<file path="config.mk">
export PLATFORM = sky130hd
export DESIGN_NAME = regfile_wr_sched_flat
export DESIGN_NICKNAME = d
export VERILOG_FILES = /design/src/rtl/regfile_wr_sched_if.sv /design/src/rtl/regfile_wr_sched.sv /design/src/flat_wrapper.sv
export SDC_FILE = /design/constraint.sdc
export NUM_CORES = 1
export LEC_CHECK = 0
export CORE_MARGIN = 2
export CORE_UTILIZATION = 43
export DETAILED_ROUTE_END_ITERATION = 8
export PLACE_DENSITY = 0.92
export SLEW_MARGIN = 40
export SYNTH_ARGS = -nofsm -noshare
export SYNTH_HDL_FRONTEND = slang
export SYNTH_SLANG_ARGS = --single-unit
</file>
<file path="constraint.sdc">
create_clock -name clk -period 3.4 [get_ports clk]
set_input_delay 0.68 -clock clk [delete_from_list [all_inputs] [get_ports clk]]
set_output_delay 0.68 -clock clk [all_outputs]
set_load 0.01 [all_outputs]
</file>
<file path="src/rtl/regfile_wr_sched_if.sv">
// Write-port bundle between the two writeback sources, the scheduler and the BRAM write port.
interface regfile_wr_sched_if #(
    parameter int ADDR_WIDTH = 5,
    parameter int DATA_WIDTH = 32
);
    logic                  wb_a_valid;
    logic                  wb_a_ready;
    logic [ADDR_WIDTH-1:0] wb_a_addr;
    logic [DATA_WIDTH-1:0] wb_a_data;
    logic                  wb_b_valid;
    logic                  wb_b_ready;
    logic [ADDR_WIDTH-1:0] wb_b_addr;
    logic [DATA_WIDTH-1:0] wb_b_data;
    logic                  mem_wr_en;
    logic [ADDR_WIDTH-1:0] mem_wr_addr;
    logic [DATA_WIDTH-1:0] mem_wr_data;

    // master: the writeback sources plus the BRAM write port observer
    modport master (
        output wb_a_valid, wb_a_addr, wb_a_data,
        output wb_b_valid, wb_b_addr, wb_b_data,
        input  wb_a_ready, wb_b_ready,
        input  mem_wr_en, mem_wr_addr, mem_wr_data
    );

    modport slave (
        input  wb_a_valid, wb_a_addr, wb_a_data,
        input  wb_b_valid, wb_b_addr, wb_b_data,
        output wb_a_ready, wb_b_ready,
        output mem_wr_en, mem_wr_addr, mem_wr_data
    );
endinterface

</file>
<file path="src/rtl/regfile_wr_sched.sv">
// Write-port arbiter (A priority, B starvation-protected) and zero-sweep sequencer
// for a single-write-port register-file BRAM.
module regfile_wr_sched #(
    parameter int ADDR_WIDTH     = 5,
    parameter int DATA_WIDTH     = 32,
    parameter int STARVE_LIMIT   = 4,
    parameter int CLEAR_ON_RESET = 1,
    parameter int ZERO_LOCK      = 1
) (
    input  logic               clk,
    input  logic               rst,
    input  logic               clear_req,
    output logic               busy,
    regfile_wr_sched_if.slave  bus
);
    typedef enum logic {S_CLEAR, S_RUN} state_t;

    localparam state_t     RESET_STATE = (CLEAR_ON_RESET != 0) ? S_CLEAR : S_RUN;
    localparam logic [3:0] STARVE_LIM  = 4'(STARVE_LIMIT);
    localparam bit         ZLOCK       = (ZERO_LOCK != 0);

    state_t                r_state;
    state_t                w_state_next;
    logic [ADDR_WIDTH-1:0] r_clear_cnt;
    logic [3:0]            r_starve_cnt;
    logic                  r_mem_wr_en;
    logic [ADDR_WIDTH-1:0] r_mem_wr_addr;
    logic [DATA_WIDTH-1:0] r_mem_wr_data;
    logic                  w_grant_a;
    logic                  w_grant_b;
    logic [ADDR_WIDTH-1:0] w_win_addr;
    logic [DATA_WIDTH-1:0] w_win_data;
    logic                  w_win_locked;

    always_ff @(posedge clk or posedge rst) begin
        if (rst) r_state <= RESET_STATE;
        else     r_state <= w_state_next;
    end

    always_comb begin
        w_state_next = r_state;
        case (r_state)
            S_CLEAR: if (&r_clear_cnt) w_state_next = S_RUN;
            S_RUN:   if (clear_req)    w_state_next = S_CLEAR;
            default: w_state_next = RESET_STATE;
        endcase
    end

    // B overrides A's priority only once it has been denied STARVE_LIMIT times in a row
    always_comb begin
        w_grant_a = 1'b0;
        w_grant_b = 1'b0;
        if (r_state == S_RUN && !clear_req) begin
            if (bus.wb_a_valid && bus.wb_b_valid) begin
                if (r_starve_cnt == STARVE_LIM) w_grant_b = 1'b1;
                else                            w_grant_a = 1'b1;
            end else begin
                w_grant_a = bus.wb_a_valid;
                w_grant_b = bus.wb_b_valid;
            end
        end
    end

    always_comb begin
        busy           = (r_state == S_CLEAR);
        bus.wb_a_ready = w_grant_a & ~rst;
        bus.wb_b_ready = w_grant_b & ~rst;
    end

    assign w_win_addr   = w_grant_b ? bus.wb_b_addr : bus.wb_a_addr;
    assign w_win_data   = w_grant_b ? bus.wb_b_data : bus.wb_a_data;
    assign w_win_locked = ZLOCK && (w_win_addr == '0);

    always_ff @(posedge clk or posedge rst) begin
        if (rst) begin
            r_clear_cnt   <= '0;
            r_starve_cnt  <= '0;
            r_mem_wr_en   <= 1'b0;
            r_mem_wr_addr <= '0;
            r_mem_wr_data <= '0;
        end else if (r_state == S_CLEAR) begin
            // sweep writes address 0 too, regardless of the zero lock
            r_mem_wr_en   <= 1'b1;
            r_mem_wr_addr <= r_clear_cnt;
            r_mem_wr_data <= '0;
            r_clear_cnt   <= r_clear_cnt + 1'b1;
        end else if (clear_req) begin
            r_clear_cnt  <= '0;
            r_starve_cnt <= '0;
            r_mem_wr_en  <= 1'b0;
        end else begin
            if (bus.wb_b_valid && !w_grant_b) begin
                if (r_starve_cnt != STARVE_LIM) r_starve_cnt <= r_starve_cnt + 1'b1;
            end else begin
                r_starve_cnt <= '0;
            end
            if (w_grant_a || w_grant_b) begin
                r_mem_wr_en   <= ~w_win_locked;
                r_mem_wr_addr <= w_win_addr;
                r_mem_wr_data <= w_win_data;
            end else begin
                r_mem_wr_en <= 1'b0;
            end
        end
    end

    assign bus.mem_wr_en   = r_mem_wr_en;
    assign bus.mem_wr_addr = r_mem_wr_addr;
    assign bus.mem_wr_data = r_mem_wr_data;
endmodule

</file>
<file path="src/flat_wrapper.sv">
// flat-port wrapper written by rule: the top's interface ports become plain ports
module regfile_wr_sched_flat 
#(
    parameter int ADDR_WIDTH     = 5,
    parameter int DATA_WIDTH     = 32,
    parameter int STARVE_LIMIT   = 4,
    parameter int CLEAR_ON_RESET = 1,
    parameter int ZERO_LOCK      = 1
)
  (clk, rst, clear_req, busy, bus_wb_a_valid, bus_wb_a_addr, bus_wb_a_data, bus_wb_b_valid, bus_wb_b_addr, bus_wb_b_data, bus_wb_a_ready, bus_wb_b_ready, bus_mem_wr_en, bus_mem_wr_addr, bus_mem_wr_data);
  regfile_wr_sched_if #(.ADDR_WIDTH(ADDR_WIDTH), .DATA_WIDTH(DATA_WIDTH)) bus_i ();
  input  logic clk;
  input  logic rst;
  input  logic clear_req;
  output logic busy;
  input wire logic [$bits(bus_i.wb_a_valid)-1:0] bus_wb_a_valid;
  input wire logic [$bits(bus_i.wb_a_addr)-1:0] bus_wb_a_addr;
  input wire logic [$bits(bus_i.wb_a_data)-1:0] bus_wb_a_data;
  input wire logic [$bits(bus_i.wb_b_valid)-1:0] bus_wb_b_valid;
  input wire logic [$bits(bus_i.wb_b_addr)-1:0] bus_wb_b_addr;
  input wire logic [$bits(bus_i.wb_b_data)-1:0] bus_wb_b_data;
  output wire logic [$bits(bus_i.wb_a_ready)-1:0] bus_wb_a_ready;
  output wire logic [$bits(bus_i.wb_b_ready)-1:0] bus_wb_b_ready;
  output wire logic [$bits(bus_i.mem_wr_en)-1:0] bus_mem_wr_en;
  output wire logic [$bits(bus_i.mem_wr_addr)-1:0] bus_mem_wr_addr;
  output wire logic [$bits(bus_i.mem_wr_data)-1:0] bus_mem_wr_data;
  assign bus_i.wb_a_valid = bus_wb_a_valid;
  assign bus_i.wb_a_addr = bus_wb_a_addr;
  assign bus_i.wb_a_data = bus_wb_a_data;
  assign bus_i.wb_b_valid = bus_wb_b_valid;
  assign bus_i.wb_b_addr = bus_wb_b_addr;
  assign bus_i.wb_b_data = bus_wb_b_data;
  assign bus_wb_a_ready = bus_i.wb_a_ready;
  assign bus_wb_b_ready = bus_i.wb_b_ready;
  assign bus_mem_wr_en = bus_i.mem_wr_en;
  assign bus_mem_wr_addr = bus_i.mem_wr_addr;
  assign bus_mem_wr_data = bus_i.mem_wr_data;
  regfile_wr_sched #(.ADDR_WIDTH(ADDR_WIDTH), .DATA_WIDTH(DATA_WIDTH), .STARVE_LIMIT(STARVE_LIMIT), .CLEAR_ON_RESET(CLEAR_ON_RESET), .ZERO_LOCK(ZERO_LOCK)) u_core (.clk(clk), .rst(rst), .clear_req(clear_req), .busy(busy), .bus(bus_i));
endmodule
</file>
==> run_summary.xml <==
<?xml version="1.0" encoding="UTF-8"?>
<metrics>
  <group name="routing">
    <metric name="detail_route.wirelength" unit="microns">7020</metric>
    <metric name="route.detailed.drc" unit="">0</metric>
    <metric name="detailedRoute.firstPassIterationCount" unit="">4</metric>
    <metric name="post_drt_wl_per_cell" unit="microns">17.8</metric>
    <metric name="drt-vias-per-instance" unit="">5.69</metric>
    <metric name="postRouteAntennaNets" unit="">0</metric>
    <metric name="routed-via-count" unit="">2249</metric>
    <metric name="drt_first_iter_violations" unit="">132</metric>
  </group>
  <group name="global_routing">
    <metric name="grt_use_total" unit="%">24.0</metric>
    <metric name="number_of_antenna_violations_at_the_first_check_in_global_routing" unit="">0</metric>
    <metric name="maximum_number_of_pins_on_one_net_before_global_route_repair" unit="">49</metric>
    <metric name="global_route.overflow_total" unit="">0</metric>
    <metric name="grt_pass1_wl" unit="microns">11400</metric>
    <metric name="first_global_vias" unit="">2390</metric>
  </group>
  <group name="timing">
    <metric name="hold_ws" unit="ns">0.516</metric>
    <metric name="layout_worst_path_cycle_share" unit="%">87.4</metric>
    <metric name="fin_setup_tns" unit="ns">0</metric>
    <metric name="final.setup_skew" unit="ns">0.00490</metric>
    <metric name="max_slew_violations" unit="">0</metric>
    <metric name="max_freq" unit="MHz">337</metric>
    <metric name="final_min_period" unit="ns">2.97</metric>
    <metric name="max_slew_margin" unit="%">58.7</metric>
    <metric name="finalHoldViolations" unit="">0</metric>
    <metric name="tightestPinTransition" unit="ns">0.619</metric>
    <metric name="setup-violations-final" unit="">0</metric>
    <metric name="grt_setup_unrepaired" unit="">false</metric>
  </group>
  <group name="status">
    <metric name="status" unit="">complete, no violations</metric>
  </group>
  <group name="flow_run">
    <metric name="max-cap-violations" unit="">0</metric>
  </group>
  <group name="critical_path">
    <metric name="worst_reg2reg_path_endpoint" unit="">u_core.bus.mem_wr_data[2]$_DFFE_PP0P_</metric>
    <metric name="worstPathMaxFanout" unit="">6</metric>
    <metric name="critPathKind" unit="">primary input to output port</metric>
    <metric name="critPathLaunch" unit="">clear_req</metric>
    <metric name="critPathArrivalTime" unit="ns">2.29</metric>
    <metric name="category_of_the_worst_setup_path_capture_point" unit="">output port</metric>
    <metric name="rrSetupSlack" unit="ns">0.99</metric>
    <metric name="regToRegStartpoint" unit="">u_core.r_state$_DFF_PP0_</metric>
    <metric name="cp-endpoint" unit="">bus_wb_b_ready</metric>
    <metric name="timing.reg2reg.worst_path_depth" unit="">4</metric>
    <metric name="cp_data_required_time" unit="ns">2.72</metric>
    <metric name="start_kind" unit="">primary input</metric>
  </group>
  <group name="yosys">
    <metric name="synth_cell_type_count" unit="">34</metric>
    <metric name="synthesis.area_per_instance" unit="sq um">11.2</metric>
    <metric name="mapped_cells" unit="">208</metric>
    <metric name="synth_commonest_cells" unit="">sky130_fd_sc_hd__dfrtp_1, sky130_fd_sc_hd__a221o_1, sky130_fd_sc_hd__and3_1, sky130_fd_sc_hd__nor2_1</metric>
    <metric name="post-synth-top-area-fraction" unit="%">51.5</metric>
    <metric name="synth_ff_type" unit="">sky130_fd_sc_hd__dfrtp_1</metric>
    <metric name="synth_most_common_cell" unit="">sky130_fd_sc_hd__dfrtp_1</metric>
    <metric name="syn_nets" unit="">291</metric>
    <metric name="portion_of_the_post_synthesis_area_used_by_sequential_elements" unit="%">51.5</metric>
    <metric name="syn-cell-area" unit="sq um">2330</metric>
    <metric name="synth_top_area_cell" unit="">sky130_fd_sc_hd__dfrtp_1</metric>
    <metric name="yosys_warnings" unit="">0</metric>
    <metric name="synth-edff-count" unit="">0</metric>
    <metric name="synth.top_cells.by_area" unit="">sky130_fd_sc_hd__dfrtp_1, sky130_fd_sc_hd__a221o_1, sky130_fd_sc_hd__and3_1, sky130_fd_sc_hd__and3_2, sky130_fd_sc_hd__ha_1</metric>
    <metric name="postSynth.asyncResetShare" unit="%">100</metric>
    <metric name="postSynthRegisterBits" unit="">48</metric>
  </group>
  <group name="clock_network">
    <metric name="cts_inserted_buffers" unit="">5</metric>
    <metric name="clock_tree.buffer_depth" unit="">2</metric>
    <metric name="cts_post_setup_buffers_inserted" unit="">0</metric>
    <metric name="clockRootBuffer" unit="">sky130_fd_sc_hd__clkbuf_8</metric>
    <metric name="cts.sinks" unit="">48</metric>
    <metric name="worst_setup_hold_path_clk_slew" unit="ns">0.09</metric>
    <metric name="cts-resized-gates" unit="">0</metric>
    <metric name="cts_tree" unit="">yes</metric>
    <metric name="worst_skew_pair.late_latency" unit="ns">0.29</metric>
    <metric name="hold_buffer_count_at_cts" unit="">0</metric>
    <metric name="clock_tree.htree_level_count" unit="">2</metric>
  </group>
  <group name="cells_and_area">
    <metric name="post-route-util" unit="%">70.8</metric>
    <metric name="num-fill-cells" unit="">396</metric>
    <metric name="post_route_cells_drive_above_1_share" unit="%">8.92</metric>
    <metric name="final_nets" unit="">407</metric>
    <metric name="areaGrowthSynthToFinish" unit="%">57.2</metric>
    <metric name="fin_area" unit="sq um">3660</metric>
    <metric name="diodes" unit="">0</metric>
  </group>
  <group name="floorplan">
    <metric name="initial_core_util" unit="%">45.1</metric>
    <metric name="chipWidth" unit="microns">77.6</metric>
    <metric name="core_region_area" unit="sq um">5170</metric>
    <metric name="row_count" unit="">26</metric>
    <metric name="dieArea" unit="sq um">6030</metric>
    <metric name="die-height" unit="microns">77.6</metric>
    <metric name="io_pins" unit="">120</metric>
  </group>
  <group name="power">
    <metric name="ir_drop" unit="mV">0.213</metric>
    <metric name="leakagePower" unit="uW">0.00169</metric>
    <metric name="power.density" unit="nW/um^2">378</metric>
  </group>
  <group name="placement">
    <metric name="finalWeightedCongestion" unit="">0.813</metric>
    <metric name="dp_hpwl" unit="microns">5230</metric>
    <metric name="dpl-instance-area" unit="sq um">3570</metric>
    <metric name="port_buffers" unit="">119</metric>
  </group>
  <group name="min_path">
    <metric name="worstHoldPathType" unit="">flip-flop to flip-flop</metric>
    <metric name="hp-start" unit="">u_core.bus.mem_wr_data[3]$_DFFE_PP0P_</metric>
  </group>
</metrics>
-- sequential cells by signal, summed over array words and instances (netlist names) --
register,count
u_core.bus.mem_wr_addr,5
u_core.bus.mem_wr_data,32
u_core.bus.mem_wr_en,1
u_core.r_clear_cnt,5
u_core.r_starve_cnt,4
u_core.r_state,1
-- report_power, final --
part | switching [uW] | total (uW) | internal, uW
Sequential | 52.9 | 687 | 634
Clock | 184 | 350 | 166
Combinational | 131 | 349 | 218
Total | 368 | 1390 | 1020
-- layout by cell type (no fill, tap or decap), types with 5 or more instances in the layout --
cell type	count
sky130_fd_sc_hd__clkdlybuf4s50_1	119
sky130_fd_sc_hd__dfrtp_1	48
sky130_fd_sc_hd__a221o_1	32
sky130_fd_sc_hd__and3_1	26
sky130_fd_sc_hd__nor2_1	9
sky130_fd_sc_hd__nand2_1	8
sky130_fd_sc_hd__and3_2	8
sky130_fd_sc_hd__buf_4	7
sky130_fd_sc_hd__clkbuf_8	6
sky130_fd_sc_hd__o22ai_1	5
-- cell families (layout without fill, tap and decap cells) --
kind of cell    after synthesis  count (layout)  synth area share (%)
simple gates                 72              72                  18.3
compound gates               57              57                  21.3
flops                        48              48                  51.5
buf+inv                      23             140                  4.99
fa+ha+maj                     4               4                  2.15
mux                           4               4                  1.77
-- worst max-delay path: stages --
cell	delay, ns
sky130_fd_sc_hd__clkdlybuf4s50_1	0.48
sky130_fd_sc_hd__nand3b_2	0.26
sky130_fd_sc_hd__a21o_1	0.20
sky130_fd_sc_hd__nor2_1	0.08
sky130_fd_sc_hd__clkdlybuf4s50_1	0.58
-- final cells by class --
class | count | area, sq um | share of cell area, %
Clock buffer | 8 | 90.1 | 2.46
Inverter | 6 | 22.5 | 0.615
Multi-Input combinational cell | 137 | 1020 | 27.8
Sequential cell | 48 | 1200 | 32.8
Tap cell | 70 | 87.6 | 2.39
Timing Repair Buffer | 126 | 1240 | 33.9
-- per-layer routing --
metal	track usage [%]	share of wire, %
met5	0	0
met1	28.4	41
met3	6.51	6.6
met2	41.6	50
met4	8.75	2.9
-- metrics by stage --
stage | worst slack (ns) | power, uW | std cells
after floorplan | 0.643 | 838 | 208
after global placement | 0.467 | 1030 | 387
after detailed placement | 0.435 | 1050 | 387
after CTS | 0.437 | 1390 | 395
after global routing | 0.317 | 1460 | 395
final | 0.429 | 1390 | 395
-- worst min-delay path by stage --
stage / to / slack, ns / cells past startpoint
after global routing: u_core.bus.mem_wr_data[11]$_DFFE_PP0P_ / 0.55 / 1
final: u_core.bus.mem_wr_data[3]$_DFFE_PP0P_ / 0.52 / 1
after global placement: u_core.bus.mem_wr_data[5]$_DFFE_PP0P_ / 0.50 / 1
after detailed placement: u_core.bus.mem_wr_data[20]$_DFFE_PP0P_ / 0.50 / 1
after floorplan: u_core.r_clear_cnt[3]$_DFFE_PP0P_ / 0.48 / 1
after CTS: u_core.bus.mem_wr_data[15]$_DFFE_PP0P_ / 0.52 / 1
Power figures use the tool's default switching activity.
